### config.mk
export PLATFORM = sky130hd
export DESIGN_NAME = lsu_dpram_adapter
export DESIGN_NICKNAME = d
export VERILOG_FILES = /design/src/rtl/lsu_dpram_adapter.sv
export SDC_FILE = /design/constraint.sdc
export NUM_CORES = 1
export LEC_CHECK = 0
export BUFFER_PORTS_ARGS = -buffer_cell sky130_fd_sc_hd__buf_4
export CORE_UTILIZATION = 46
export CTS_BUF_LIST = sky130_fd_sc_hd__clkbuf_4 sky130_fd_sc_hd__clkbuf_8
export CTS_CLUSTER_SIZE = 12
export DETAILED_ROUTE_END_ITERATION = 10
export PLACE_DENSITY = 0.77
export SETUP_SLACK_MARGIN = 0.5
export SYNTH_ARGS = -nofsm -noshare
export SYNTH_HDL_FRONTEND = slang
export SYNTH_SLANG_ARGS = --single-unit
### constraint.sdc
create_clock -name clk -period 3 [get_ports clk]
set_clock_uncertainty 0.2 [all_clocks]
set_input_delay 0.45 -clock clk [delete_from_list [all_inputs] [get_ports clk]]
set_output_delay 0.45 -clock clk [all_outputs]
set_load 0.01 [all_outputs]
### src/rtl/lsu_dpram_adapter.sv
// lsu_dpram_adapter: one-outstanding core load/store (t_req/i_rsp) to 32-bit byte-masked RAM port (i_mem/t_mem) bridge
module lsu_dpram_adapter #(
  parameter int ADDR_W = 15
) (
  input  logic              clk,
  input  logic              rstf,
  input  logic              t_req_valid,
  output logic              t_req_ready,
  input  logic              t_req_we,
  input  logic [31:0]       t_req_addr,
  input  logic [1:0]        t_req_size,
  input  logic              t_req_unsigned,
  input  logic [31:0]       t_req_wdata,
  output logic              i_rsp_valid,
  input  logic              i_rsp_ready,
  output logic [31:0]       i_rsp_data,
  output logic              i_rsp_err,
  output logic              i_mem_valid,
  input  logic              i_mem_ready,
  output logic              i_mem_we,
  output logic [ADDR_W-1:0] i_mem_addr,
  output logic [31:0]       i_mem_data,
  output logic [3:0]        i_mem_mask,
  input  logic              t_mem_valid,
  input  logic [31:0]       t_mem_data
);
  typedef enum logic [1:0] {IDLE, ISSUE, WAIT_RD, RESP} state_t;
  state_t state, state_nx;
  logic live, we, uns, err, bad, acc, iss, st;
  logic [ADDR_W-1:0] addr;
  logic [1:0] size;
  logic [31:0] wdata, rdata, sh, ext;
  assign acc = t_req_valid & t_req_ready;
  assign bad = (&t_req_size) | (t_req_size == 2'd1 & t_req_addr[0]) |
               (t_req_size == 2'd2 & |t_req_addr[1:0]) | (|t_req_addr[31:ADDR_W]);
  assign sh  = t_mem_data >> {addr[1:0], 3'b000};
  assign ext = size == 2'd0 ? {{24{~uns & sh[7]}}, sh[7:0]} :
               size == 2'd1 ? {{16{~uns & sh[15]}}, sh[15:0]} : sh;
  always_ff @(posedge clk or posedge rstf) begin
    if (rstf) begin
      state <= IDLE;
      live  <= 1'b0;
    end else begin
      state <= state_nx;
      live  <= 1'b1;
    end
  end
  always_comb begin
    state_nx = state;
    case (state)
      IDLE:    if (acc) state_nx = bad ? RESP : ISSUE;
      ISSUE:   if (i_mem_ready) state_nx = we ? RESP : WAIT_RD;
      WAIT_RD: if (t_mem_valid) state_nx = RESP;
      RESP:    if (i_rsp_ready) state_nx = IDLE;
      default: state_nx = IDLE;
    endcase
  end
  always_ff @(posedge clk or posedge rstf) begin
    if (rstf) begin
      addr  <= '0;
      size  <= '0;
      uns   <= 1'b0;
      we    <= 1'b0;
      wdata <= '0;
      rdata <= '0;
      err   <= 1'b0;
    end else begin
      if (acc) begin
        addr  <= t_req_addr[ADDR_W-1:0];
        size  <= t_req_size;
        uns   <= t_req_unsigned;
        we    <= t_req_we;
        wdata <= t_req_wdata;
        rdata <= '0;
        err   <= bad;
      end
      if (state == WAIT_RD && t_mem_valid) rdata <= ext;
    end
  end
  always_comb begin
    iss         = state == ISSUE;
    st          = iss & we;
    t_req_ready = live & (state == IDLE);
    i_mem_valid = iss;
    i_mem_we    = st;
    i_mem_addr  = iss ? {addr[ADDR_W-1:2], 2'b00} : '0;
    i_mem_data  = !st ? 32'd0 : size == 2'd0 ? {4{wdata[7:0]}} :
                  size == 2'd1 ? {2{wdata[15:0]}} : wdata;
    i_mem_mask  = !st ? 4'b0000 : size == 2'd0 ? 4'b0001 << addr[1:0] :
                  size == 2'd1 ? (addr[1] ? 4'b1100 : 4'b0011) : 4'b1111;
    i_rsp_valid = state == RESP;
    i_rsp_data  = i_rsp_valid ? rdata : 32'd0;
    i_rsp_err   = i_rsp_valid & err;
  end
endmodule

==> results, run 1 <==
- The highest fanout seen on the critical path is 29.
- Across all hold checks on the routed design, the worst slack comes to 0.01991 ns.
- During synthesis, Yosys emitted a total of 0 warnings.
- The actual slew at the worst max-slew pin is 0.7348 ns.
- The horizontal die dimension is between 100 and 150 µm.
- The initial core utilization is 48.40%.
- Measured along the y axis, the die boundary spans roughly 100 µm.
- The time the worst path needs with I/O delays and setup is 2.379 ns.
- The total iterations of the first detailed-routing run is 4.
- The post-synthesis cell count is around 460.
- The H-tree depth is 3.
- The total wire length after detailed routing is around 14 mm.
- In this run the core area contains 36 standard-cell rows.
- The synthesized area is 4818 µm².
- The final setup violation count is 0.
- At the worst endpoint, the required time is 2.35 ns.
- The share of power burned in the clock network is about 14%.
- The tightest slew margin relative to the limit is 50.61%.
- The portion of total power attributed to sequential cells is a little over a third.
- For this design the static power due to leakage is 3.244 nW.
- Relative to the synthesized area, the layout overhead comes to 36.43%.
- The delay of the slowest cell on the worst path is 0.41 ns.
- The number of distinct library cells after synthesis is 42.
- Summed over all nets, the switching power comes to around 2.3 mW.
- The launching element type of the critical path is a flip-flop.
- The share of async-settable or async-resettable flops after synthesis is between 90% and 100%.
- Once detailed placement completed, the half-perimeter wirelength came to between 10 and 15 mm.
- The critical path goes through buf_6 -> or2_4 -> nand2_1 -> a21oi_1 -> buf_4.
- In this run the worst hold path is classified as in -> async.
- The clock transition at the register clock pins on the worst setup and hold paths after CTS is 0.08 ns.
- Once detail routing completed, the nets flagged for antenna violations numbered 0.
- The setup total negative slack is 0 ns.
- The internal power consumption is 3.657 mW.
- The number of max-cap violations is 0.
- Setup repair after global routing could not meet its margin everywhere.
- The starting DRC count in detailed routing is 182.
- The total area inside the core boundary comes to between 9000 and 10000 µm².
- Entering global routing, the biggest net connects 54 pins.
- After synthesis the netlist holds a flip-flop and latch count of slightly below 90.
- Clock tree synthesis selected as its root buffer the cell sky130_fd_sc_hd__clkbuf_8.
- The overall power consumption is 5.994 mW.
- The slack of the worst reg-to-reg path is roughly 0.64 ns.
- The wire length per cell after detailed routing is about 17 µm.
- The area enclosed by the die boundary is roughly 11000 µm².
- The repair_antennas step left the layout with diodes totalling 0.
- The congestion estimate from routability-driven global placement came to between 0.9 and 1.
- For this run, the top clock speed supported by timing is approximately 420 MHz.
- After detailed routing, the number of vias per cell comes to around 5.4.
- The final count of pins violating max slew came to 0.
- For this design the top-level I/O count stands at ~190.
- The layout cell share with drive strength beyond 1 is 46.30%.
- The maximum VDD drop is roughly 0.50 mV.
- The TritonCTS clock tree is yes.
- The clock drives between 80 and 90 sinks.
- Data arrives at the worst endpoint at approximately 1.7 ns.
- Of the total power, combinational logic draws 51.0%.
- The insertion delay to the later sink of the worst-skew pair is about 0.35 ns.
- The number of flops mapped to enable cells by yosys is 0.
- The number of endpoints with negative hold slack in the final report is 0.
- The overall global routing resource usage is between 20% and 30%.
- The number of buffers added on ports is about 190.
- Cells fill approximately two thirds of the core in the end.
- The critical path's slowest cell is sky130_fd_sc_hd__dfrtp_1.
- The first global-routing pass estimated 21.69 mm of wire.
- The post-CTS setup buffer count is 0.
- For this design the ratio of total power to cell area is about 910 nW/µm².
- The global-route congestion overflow total is 0.
- Dividing the synthesized area by the synthesized cell count gives between 10 and 15 µm².
- The flow ran to the end, and the final reports show no timing, DRC or antenna violations.
- The total DRC errors in the routed layout is 0.
- The post-layout net count is 754.
- The number of buffers created by CTS is 9.
- Of the available clock period, the critical path in the final layout requires ~79%.
- The start of the worst register-to-register path is state[0]$_DFFE_PP0P_.
- The part of the Yosys area used for sequential elements is approximately 45%.
- Of the total power, the share spent switching nets is between 30% and 40%.
- The number of global-route vias before repair was 4273.
- Detailed routing inserted a total of around 4200 vias.
- The number of antenna violations at the first check in global routing is 0.
- The main flop type after synthesis is sky130_fd_sc_hd__dfrtp_1.
- The setup path with the least slack is of type reg -> out.
- The capturing element type of the critical path is an output port.
- Counting cells, the worst reg-to-reg path comes to 6.
- Buffers inserted to repair hold after CTS numbered 0.
- The capture point of the worst reg-to-reg path is rdata[30]$_DFFE_PP0P_.
- The number of buffers on the longest clock path is 2.
==> per-stage QoR <==
stage | instances | worst slack, ns | area [µm²]
after floorplan | 463 | 0.9259 | 4826
after global placement | 765 | 0.8103 | 6321
after detailed placement | 765 | 0.7373 | 6321
after CTS | 781 | 0.4816 | 6538
after global routing | 781 | 0.4923 | 6574
final | 781 | 0.6210 | 6574
==> critical path: cells and delay by family (launching register included) <==
family          cells  cell delay (ns)
flops               1             0.41
compound gates      1             0.20
simple gates        2             0.32
buf+inv             2             0.44
==> cells in the final DEF (no fill, tap or decap), types with 4 or more instances in the layout <==
master	netlist	final
sky130_fd_sc_hd__mux2i_1	31	31
sky130_fd_sc_hd__inv_1	6	4
sky130_fd_sc_hd__a211oi_1	7	7
sky130_fd_sc_hd__and2_1	49	49
sky130_fd_sc_hd__and3_1	8	8
sky130_fd_sc_hd__nand2_1	29	29
sky130_fd_sc_hd__a221o_1	12	12
sky130_fd_sc_hd__clkbuf_8	3	10
sky130_fd_sc_hd__a221o_2	4	4
sky130_fd_sc_hd__dfrtp_1	87	86
sky130_fd_sc_hd__buf_4	4	203
sky130_fd_sc_hd__mux2_2	59	59
sky130_fd_sc_hd__nor2b_1	4	4
sky130_fd_sc_hd__nor2_1	42	41
sky130_fd_sc_hd__nand3_1	11	10
sky130_fd_sc_hd__o21ai_0	18	18
sky130_fd_sc_hd__a21oi_1	28	27
==> power groups by stage <==
stage / sequential, mW / combinational [mW] / clock (mW)
6_report: 2.10 / 3.06 / 0.839
5_1_grt: 2.17 / 3.32 / 0.902
4_1_cts: 2.09 / 3.03 / 0.851
2_1_floorplan: 1.94 / 2.12 / 0
3_3_place_gp: 2.06 / 2.91 / 0
3_5_place_dp: 2.10 / 3.00 / 0
==> sequential cells by signal (all words and copies together), names as in the netlist <==
signal / count
rdata: 32
size: 2
addr: 15
wdata: 32
uns: 1
live: 1
state: 2
we: 1
err: 1
==> worst max path at each step <==
stage	from	to	slack [ns]
2_1_floorplan	size[1]$_DFFE_PP0P_	i_mem_data[10]	0.93
3_5_place_dp	state[0]$_DFFE_PP0P_	state[0]$_DFFE_PP0P_	0.74
6_report	size[1]$_DFFE_PP0P_	i_mem_data[8]	0.62
4_1_cts	size[1]$_DFFE_PP0P_	i_mem_data[15]	0.48
5_1_grt	state[0]$_DFFE_PP0P_	rdata[29]$_DFFE_PP0P_	0.49
3_3_place_gp	size[0]$_DFFE_PP0P_	i_mem_data[11]	0.81
==> cell families after synthesis <==
| group | Yosys count | share of synthesized area (%) |
|---|---|---|
| fa+ha+maj | 5 | 1.298 |
| mux | 91 | 20.70 |
| other cells | 2 | 0.1559 |
| buf+inv | 42 | 4.933 |
| flops | 87 | 45.18 |
| compound gates | 78 | 11.17 |
| simple gates | 157 | 16.57 |
==> cell usage after synthesis (all sizes together), types with 2 or more instances <==
cell type  instances  area (µm²)
nor4               4       31.28
and3               8       50.05
a211oi             8       72.57
inv                6       22.52
clkbuf            22       113.9
conb               2       7.510
mux2i             31       310.3
mux2              59       664.4
nor2              43       168.9
nand2b             3       18.77
nand3             11       55.05
o21ai             20       100.1
a21oi             28       140.1
buf               14       101.3
ha                 5       62.56
and2              49       306.5
nand2             29       108.9
nor3               3       15.01
dfrtp             87        2177
a221o             16       165.2
nor2b              4       25.02
==> area by class of cell <==
cell class	instances	area, µm²
clock buffer	12	152.6
clock inverter	4	45.04
fill	779	3381
inverter	6	26.28
multi-input combinational	334	2459
sequential	87	2178
tap	133	166.4
timing repair buffer	205	1546
==> metal layers <==
metal | GRT usage (%) | vias up | part of all wire, %
li1 | - | 1970 | -
met1 | 30.81 | 2038 | 40
met2 | 41.72 | 207 | 48
met3 | 7.832 | 23 | 9.6
met4 | 9.898 | 0 | 2.1
met5 | 0 | - | 0
==> timing repair <==
action	CTS	global route
setup endpoints to repair	47	24
cloned	0	0
gates resized for setup	5	8
Note: power is estimated with default switching activity, not from simulation.
==> inputs of run 2 (changes only) <==
--- a/config.mk
+++ b/config.mk
@@ -5,12 +5,13 @@
 export SDC_FILE = /design/constraint.sdc
 export NUM_CORES = 1
 export LEC_CHECK = 0
+export ABC_AREA = 1
 export BUFFER_PORTS_ARGS = -buffer_cell sky130_fd_sc_hd__buf_4
-export CORE_UTILIZATION = 46
+export CORE_UTILIZATION = 51
 export CTS_BUF_LIST = sky130_fd_sc_hd__clkbuf_4 sky130_fd_sc_hd__clkbuf_8
 export CTS_CLUSTER_SIZE = 12
 export DETAILED_ROUTE_END_ITERATION = 10
-export PLACE_DENSITY = 0.77
+export PLACE_DENSITY = 0.8
 export SETUP_SLACK_MARGIN = 0.5
 export SYNTH_ARGS = -nofsm -noshare
 export SYNTH_HDL_FRONTEND = slang
==> constraint.sdc (replaced) <==
create_clock -name clk -period 2.5 [get_ports clk]
set_clock_uncertainty 0.2 [all_clocks]
set_input_delay 0.375 -clock clk [delete_from_list [all_inputs] [get_ports clk]]
set_output_delay 0.375 -clock clk [all_outputs]
set_load 0.01 [all_outputs]
==> run 2 against run 1 <==
  * Area after synthesis up 4.8%
  * Final area is 20% higher
  * Core utilization increased by 18 points
  * Critical path type is now reg -> reg
  * Power grew 53%
  * Sequential share of layout area down 5.4 points
  * Sequential cell count unchanged
  * Critical endpoint is now wdata[2]$_DFFE_PP0P_
  * Synthesized cell count is 66% higher
==> results, run 2 <==
- The flow ran to the end, and the final reports show no timing, DRC or antenna violations.
- The horizontal die dimension is 101.5 µm (-2.7%).
- STA classifies the critical path startpoint as a flip-flop.
- The overall global routing resource usage was 34.26% (+8.9 points).
- The worst path arrival time is 2.39 ns (+0.66 ns).
- The final weighted congestion of routability-driven global placement is 0.9225 (-0.69%).
- The number of global-route vias before repair is 5656 (+32%).
- The number of antenna violations at the first check in global routing is 0 (unchanged).
- After synthesis, the largest family of logic cells by area is simple AND/OR/NAND/NOR gates.
- The tightest slew margin relative to the limit is 66.85% (+16 points).
- The commonest non-fill, non-tap cell in the layout is sky130_fd_sc_hd__nand2_1.
- The number of flops mapped to enable cells by yosys is 0 (unchanged).
- The actual slew at the worst max-slew pin came to 0.4920 ns (-0.2428 ns).
- In the final layout, the registers with the most flip-flops are rdata (32), wdata (32), addr (15).
- The number of ports placed on the die boundary is 194 (unchanged).
- The type of the most critical hold path is in -> reg.
- The static leakage is 4.565 nW (+41%).
- Based on the critical path, the design can be clocked at up to ~420 MHz.
- The slack of the worst reg-to-reg path is 0.13 ns (-0.51 ns).
- The multiplexer area fraction after synthesis came to 0% (-21 points).
- The proportion of netlist area held by the largest area contributor is 43.11% (-2.1 points).
- The number of max-cap violations is 0 (unchanged).
- The final design utilization came to 83.73% (+18 points).
- The share of async-settable or async-resettable flops after synthesis is 100.0% (unchanged).
- The average cell area after synthesis was 6.601 µm² (-37%).
- The time the worst path needs with I/O delays and setup is roughly 2.4 ns.
- The clock transition at the register clock pins on the worst setup and hold paths after CTS is 0.10 ns (+0.02 ns).
- The area enclosed by the die boundary is 10300 µm² (-5.4%).
- The residual antenna-violating net count after detailed routing is 0 (unchanged).
- Compared with the post-synthesis result, the final layout area differs by 56.12%.
- The maximum number of pins on one net before global-route repair was 68 (+26%).
- The final setup violation count is 0 (unchanged).
- The layout cell share with drive strength beyond 1 is 35.44% (-11 points).
- The per-cell via count in the routed design was 5.931 (+9.3%).
- The flip-flop and latch count after synthesis was 87 (unchanged).
- The number of endpoints with negative hold slack in the final report is 0 (unchanged).
- The data required time of the critical path came to 2.52 ns (+0.17 ns).
- The number of inserted diodes came to 0 (unchanged).
- Setup repair after global routing could not meet its margin everywhere.
- The number of synthesis warnings came to 0 (unchanged).
- The H-tree depth is 3 (unchanged).
- The area share of xor/xnor cells in the synthesized design came to 0% (unchanged).
- By count the netlist is led by 376 x sky130_fd_sc_hd__nand2_1, 92 x sky130_fd_sc_hd__inv_1, 87 x sky130_fd_sc_hd__dfrtp_1.
- The library cell with the highest instance count after synthesis is sky130_fd_sc_hd__nand2_1.
- The top cell types in the final layout, fill and taps aside, are 350 x sky130_fd_sc_hd__nand2_1, 214 x sky130_fd_sc_hd__buf_4, 82 x sky130_fd_sc_hd__dfrtp_1.
- TritonCTS built the clock tree.
- The setup total negative slack is 0 ns (unchanged).
- The clock sink total was 87 (unchanged).
- The simple-gate share of the synthesized area is 33.55% (+17 points).
- The global-route congestion overflow total is 0 (unchanged).
- The insertion delay to the later sink of the worst-skew pair came to 0.37 ns (+0.02 ns).
- The overall die height is 101.5 µm (-2.7%).
- The starting DRC count in detailed routing was 787 (+330%).
- The total iterations of the first detailed-routing run is 7 (+3).
- The tightest hold margin is 0.002168 ns (-0.01774 ns).
- The wire length per cell after detailed routing is 20.59 µm (+18%).
- By area the synthesized netlist is led by sky130_fd_sc_hd__dfrtp_1 43%, sky130_fd_sc_hd__nand2_1 28%, sky130_fd_sc_hd__inv_1 6.8%.
- The number of standard-cell rows in the floorplan is 35 (-2.8%).
- The part of the Yosys area used for sequential elements is 43.11% (-2.1 points).
- The number of distinct library cells after synthesis was 27 (-36%).
- The initial core utilization is 53.63% (+5.2 points).
- The total DRC errors in the routed layout is 0 (unchanged).
- The total wire length after detailed routing is 23.22 mm (+70%).
- The number of buffers added on ports is 191 (unchanged).
- The type of the worst setup path is reg -> reg.
- The root buffer cell chosen for the clock tree is sky130_fd_sc_hd__clkbuf_8.
- The adder and majority gate portion of the synthesized area is 1.239% (-0.060 points).
- The compound-gate portion of the synthesized area was 10.63% (-0.54 points).
- The final count of pins violating max slew is 0 (unchanged).
- The power density relative to cell area is 1163 nW/µm² (+28%).
- The area of the core was 9415 µm² (-5.4%).
- The share of the cycle needed by the critical path after routing is a little over nine tenths.
- The capturing element type of the critical path is a flip-flop.
- The maximum VDD drop is 0.5838 mV (+16%).
- The half-perimeter wire length of the detailed placement result is 11.82 mm (+16%).
- The highest fanout seen on the critical path came to 6 (-79%).
- The post-synthesis cell count is 765 (+66%).
- The largest area contributor in the netlist is sky130_fd_sc_hd__dfrtp_1.
- The number of buffers on the longest clock path is 2 (unchanged).
- Among all flip-flop cells after synthesis, the most frequent one is sky130_fd_sc_hd__dfrtp_1.
- The number of buffers created by CTS was 9 (unchanged).
- The number of vias after detailed routing came to 6690 (+58%).
- The synthesized area is 5050 µm² (+4.8%).
- The post-layout net count is 1105 (+47%).
- The wire length of the first global-routing pass is 26.86 mm (+24%).
[run 2: cell count changes after synthesis, moves of 7 or more]
cell                       before  now
sky130_fd_sc_hd__mux2i_1       31    0
sky130_fd_sc_hd__and3_1         8    0
sky130_fd_sc_hd__mux2_2        59    0
sky130_fd_sc_hd__a221o_1       12    0
sky130_fd_sc_hd__a21oi_1       28   57
sky130_fd_sc_hd__nor2_1        42   25
sky130_fd_sc_hd__a211oi_1       7    0
sky130_fd_sc_hd__inv_1          6   92
sky130_fd_sc_hd__nand3_1       11   21
sky130_fd_sc_hd__nand2_1       29  376
sky130_fd_sc_hd__and2_1        49    0
sky130_fd_sc_hd__o21ai_0       18   33
[run 2: repair_timing]
item,CTS,global route
setup endpoints to repair,148,158
setup buffers,23,14
gates cloned,0,9
hold buffers,5,1
endpoints found under the hold margin,24,1
pin swaps,8,14
gates resized for setup,70,82
[run 2: power breakdown]
group / switching, mW / total, mW / leakage (nW) / internal, mW
clock: 0.576 / 1.21 / 0.117 / 0.634
sequential: 0.584 / 2.63 / 1.09 / 2.05
combinational: 3.21 / 5.33 / 3.36 / 2.11
[run 2: per-stage QoR]
stage	std cells	power [mW]	cell area, µm²	worst slack [ns]
after floorplan	766	4.852	5070	0.5030
after global placement	1060	6.006	6588	0.3497
after detailed placement	1060	6.114	6588	0.2625
after CTS	1104	7.826	7243	0.3429
after global routing	1128	9.581	7884	0.06497
final	1128	9.167	7884	0.1324
[run 2: final cells by class]
class                           count  area, µm²
Multi-Input combinational cell    541       2625
Timing Repair Buffer              258       2275
Sequential cell                    87       2186
Fill cell                         483       1531
Inverter                           97      401.6
Tap cell                          129      161.4
Clock buffer                       12      158.9
Clock inverter                      4      76.32
[run 2: per-layer routing]
layer / wire, µm / global-route usage (%) / vias to the layer above
met1: 7489 / 38.31 / 3027
met2: 10790 / 61.64 / 670
met4: 2088 / 16.28 / 0
met3: 2849 / 7.660 / 214
li1: - / - / 2779
met5: 0 / 0 / -
[run 2: worst max-delay path, cell delays in order, from the launching register on]
cell,delay [ns]
sky130_fd_sc_hd__dfrtp_2,0.44
sky130_fd_sc_hd__buf_4,0.16
sky130_fd_sc_hd__clkinvlp_4,0.13
sky130_fd_sc_hd__ha_4,0.20
sky130_fd_sc_hd__nand3_4,0.11
sky130_fd_sc_hd__buf_12,0.14
sky130_fd_sc_hd__clkinvlp_4,0.11
sky130_fd_sc_hd__buf_12,0.16
sky130_fd_sc_hd__clkbuf_16,0.16
sky130_fd_sc_hd__o21ai_0,0.41
[run 2: logic make-up (layout without fill, tap and decap cells)]
family / count (synthesis) / in the layout
and+or+nand+nor: 432 / 432
buffers and inverters: 138 / 371
AOI/OAI and AO/OA: 101 / 101
DFF: 87 / 87
adders and majority gates: 5 / 5
other: 2 / 3
[run 2: path summary, 6_finish.rpt]
path | from | end | cells after the start
max reg2reg | state[0]$_DFFE_PP0P_ | wdata[2]$_DFFE_PP0P_ | 9
min in group asynchronous | rstf | rdata[2]$_DFFE_PP0P_ | 3
min reg2reg | rdata[6]$_DFFE_PP0P_ | rdata[6]$_DFFE_PP0P_ | 2
max | state[0]$_DFFE_PP0P_ | wdata[2]$_DFFE_PP0P_ | 9
max in group asynchronous | rstf | addr[1]$_DFFE_PP0P_ | 4
min | t_req_addr[13] | addr[13]$_DFFE_PP0P_ | 3
==> inputs of run 3 (changes only) <==
--- a/config.mk
+++ b/config.mk
@@ -12,6 +12,7 @@
 export CTS_CLUSTER_SIZE = 12
 export DETAILED_ROUTE_END_ITERATION = 10
 export PLACE_DENSITY = 0.8
+export RECOVER_POWER = 25
 export SETUP_SLACK_MARGIN = 0.5
 export SYNTH_ARGS = -nofsm -noshare
 export SYNTH_HDL_FRONTEND = slang
==> run 3 against run 2 <==
  * The run now ends with hold timing left
  * Count of clock-buffer cells in the layout did not move
  * Critical path depth did not move
  * Sequential share of layout area barely moved
  * Sequential power barely moved
  * Die area did not move
  * Final cell count did not move
  * Power barely moved
  * Clock power barely moved
  * Setup slack got worse by 0.062 ns
  * Worst hold slack got worse by 0.0027 ns
  * Final area barely moved
  * Combinational power barely moved
  * Critical endpoint unchanged
  * Largest power group unchanged
==> results, run 3 (synthesis gave the netlist of run 2 again) <==
- The flow ran to the end, but the final reports show violations.
- The final reports fail on hold timing.
- The number of standard-cell rows in the floorplan is 35 (unchanged).
- The initial core utilization is 53.63% (unchanged).
- The overall die height is 101.5 µm (unchanged).
- The number of buffers added on ports is 191 (unchanged).
- The overall global routing resource usage is 34.26% (unchanged).
- The start of the worst register-to-register path is state[0]$_DFFE_PP0P_.
- The area enclosed by the die boundary is 10300 µm² (unchanged).
- The launching element of the worst setup path is state[0]$_DFFE_PP0P_.
- The number of antenna violations at the first check in global routing is 0 (unchanged).
- The largest registers in the layout are rdata (32), wdata (32), addr (15).
- The total wire length after detailed routing came to 23.17 mm (-0.22%).
- The type of the most critical hold path is in -> reg.
- The residual antenna-violating net count after detailed routing is 0 (unchanged).
- The capturing element type of the critical path is a flip-flop.
- The number of ports placed on the die boundary is 194 (unchanged).
- The static leakage is 4.565 nW (about the same).
- The final count of pins violating max slew is 0 (unchanged).
- The power density relative to cell area is 1162 nW/µm² (about the same).
- The area taken by flip-flops and latches is 2186 µm² (unchanged).
- The horizontal die dimension was 101.5 µm (unchanged).
- The global-route congestion overflow total was 0 (unchanged).
- The highest fanout seen on the critical path came to 6 (unchanged).
- The worst path arrival time came to 2.44 ns (+0.05 ns).
- The slack of the worst reg-to-reg path is 0.07 ns (-0.06 ns).
- The post-layout net count is 1105 (unchanged).
- The number of inserted diodes came to 0 (unchanged).
- The share of the cycle needed by the critical path after routing is 97.20% (+2.5 points).
- The clock sink total came to 87 (unchanged).
- The final weighted congestion of routability-driven global placement came to 0.9225 (unchanged).
- The area growth from synthesis to layout is 56.07% (about the same).
- The start point of the worst hold path is t_req_wdata[21].
- The number of global-route vias before repair is 5656 (unchanged).
- The number of endpoints with negative hold slack in the final report is 1 (+1).
- The total DRC errors in the routed layout came to 0 (unchanged).
- The final setup violation count came to 0 (unchanged).
- The total iterations of the first detailed-routing run is 8 (+1).
- The insertion delay to the later sink of the worst-skew pair came to 0.37 ns (about the same).
- The per-cell via count in the routed design is 5.937 (+0.10%).
- The data required time of the critical path came to 2.51 ns (about the same).
- The wire length of the first global-routing pass came to 26.86 mm (unchanged).
- The wire length per cell after detailed routing is 20.54 µm (-0.22%).
- Leaving out fill and tap cells, the most frequent cells in the layout are 350 x sky130_fd_sc_hd__nand2_1, 213 x sky130_fd_sc_hd__buf_4, 82 x sky130_fd_sc_hd__dfrtp_1.
- The H-tree depth is 3 (unchanged).
- The number of buffers on the longest clock path is 2 (unchanged).
- The half-perimeter wire length of the detailed placement result came to 11.82 mm (unchanged).
- The number of buffers created by CTS came to 9 (unchanged).
- The time the worst path needs with I/O delays and setup is 2.430 ns (+0.06246 ns).
- The number of vias after detailed routing is 6697 (+0.10%).
- The number of max-cap violations came to 0 (unchanged).
- The launching element type of the critical path is a flip-flop.
- The commonest non-fill, non-tap cell in the layout is sky130_fd_sc_hd__nand2_1.
- The clock transition at the register clock pins on the worst setup and hold paths after CTS is 0.10 ns (about the same).
- The worst setup path is of the reg -> reg kind.
- The filler cell count is 482 (-0.21%).
- The maximum number of pins on one net before global-route repair is 68 (unchanged).
- TritonCTS built the clock tree.
- The maximum VDD drop is 0.5814 mV (-0.40%).
- The multi-input gate area in the final layout is 2625 µm² (unchanged).
- The tightest hold margin came to -0.0005577 ns (-0.002725 ns).
- The maximum clock rate came to 411.5 MHz (-2.6%).
- The actual slew at the worst max-slew pin is 1.004 ns (+0.5122 ns).
- The starting DRC count in detailed routing is 822 (+4.4%).
- The tightest slew margin relative to the limit is 32.68% (-34 points).
- The layout cell share with drive strength beyond 1 is 35.44% (unchanged).
- The setup total negative slack came to 0 ns (unchanged).
- Setup repair after global routing could not meet its margin everywhere.
- Clock tree synthesis selected as its root buffer the cell sky130_fd_sc_hd__clkbuf_8.
- The area of the core is 9415 µm² (unchanged).
==> run 3: cell types whose count changed in the layout (fill, tap and decap cells not counted), sizes merged <==
cell and delta:
clkbuf +1, buf -1
==> run 3: final cells by class <==
cell class	instances	area share [%]
tap	129	2.048
timing repair buffer	258	28.86
inverter	97	5.064
sequential	87	27.73
clock buffer	12	2.016
multi-input combinational	541	33.31
clock inverter	4	0.9684
==> run 3: per-stage QoR <==
stage	std cells	worst slack, ns	power, mW	utilization [%]	cell area [µm²]
5_1_grt	1128	0.06497	9.581	83.71	7881
3_3_place_gp	1060	0.3497	6.006	69.97	6588
6_report	1128	0.06999	9.158	83.71	7881
4_1_cts	1104	0.3429	7.826	76.93	7243
3_5_place_dp	1060	0.2625	6.114	69.97	6588
2_1_floorplan	766	0.5030	4.852	-	5070
==> run 3: power by group <==
group	switching, mW	total [mW]	internal [mW]
logic	3.21	5.32	2.11
clock network	0.573	1.21	0.634
registers	0.581	2.63	2.05
total	4.36	9.16	4.80
==> run 3: repair_timing <==
action,CTS,global route
hold buffers,5,1
setup buffers,23,14
endpoints found under the setup margin,148,158
gates resized for setup,70,82
pin swaps,8,14
cloned,0,9
endpoints found under the hold margin,24,1
==> run 3: path summary, 6_finish.rpt <==
| check | end | depth (start not counted) |
|---|---|---|
| hold reg to reg | rdata[6]$_DFFE_PP0P_ | 2 |
| setup / recovery | wdata[2]$_DFFE_PP0P_ | 9 |
| min in group asynchronous | rdata[2]$_DFFE_PP0P_ | 3 |
| max in group asynchronous | addr[1]$_DFFE_PP0P_ | 4 |
| setup reg to reg | wdata[2]$_DFFE_PP0P_ | 9 |
| hold / removal | wdata[21]$_DFFE_PP0P_ | 3 |
==> run 3: metal layers <==
metal / up-vias / track usage (%) / share of wire [%]
met5: - / 0 / 0
li1: 2780 / - / -
met4: 0 / 16.28 / 8.8
met2: 667 / 61.64 / 47
met3: 212 / 7.660 / 12
met1: 3038 / 38.31 / 32
==> run 3: worst max-delay path: stages, from the launching register on <==
cell and delay (ns):
sky130_fd_sc_hd__dfrtp_2 0.44, sky130_fd_sc_hd__buf_4 0.15, sky130_fd_sc_hd__clkinvlp_4 0.13, sky130_fd_sc_hd__ha_4 0.20, sky130_fd_sc_hd__nand3_4 0.11, sky130_fd_sc_hd__buf_12 0.14, sky130_fd_sc_hd__clkinvlp_4 0.11, sky130_fd_sc_hd__buf_12 0.16
sky130_fd_sc_hd__clkbuf_16 0.16, sky130_fd_sc_hd__o21ai_0 0.47
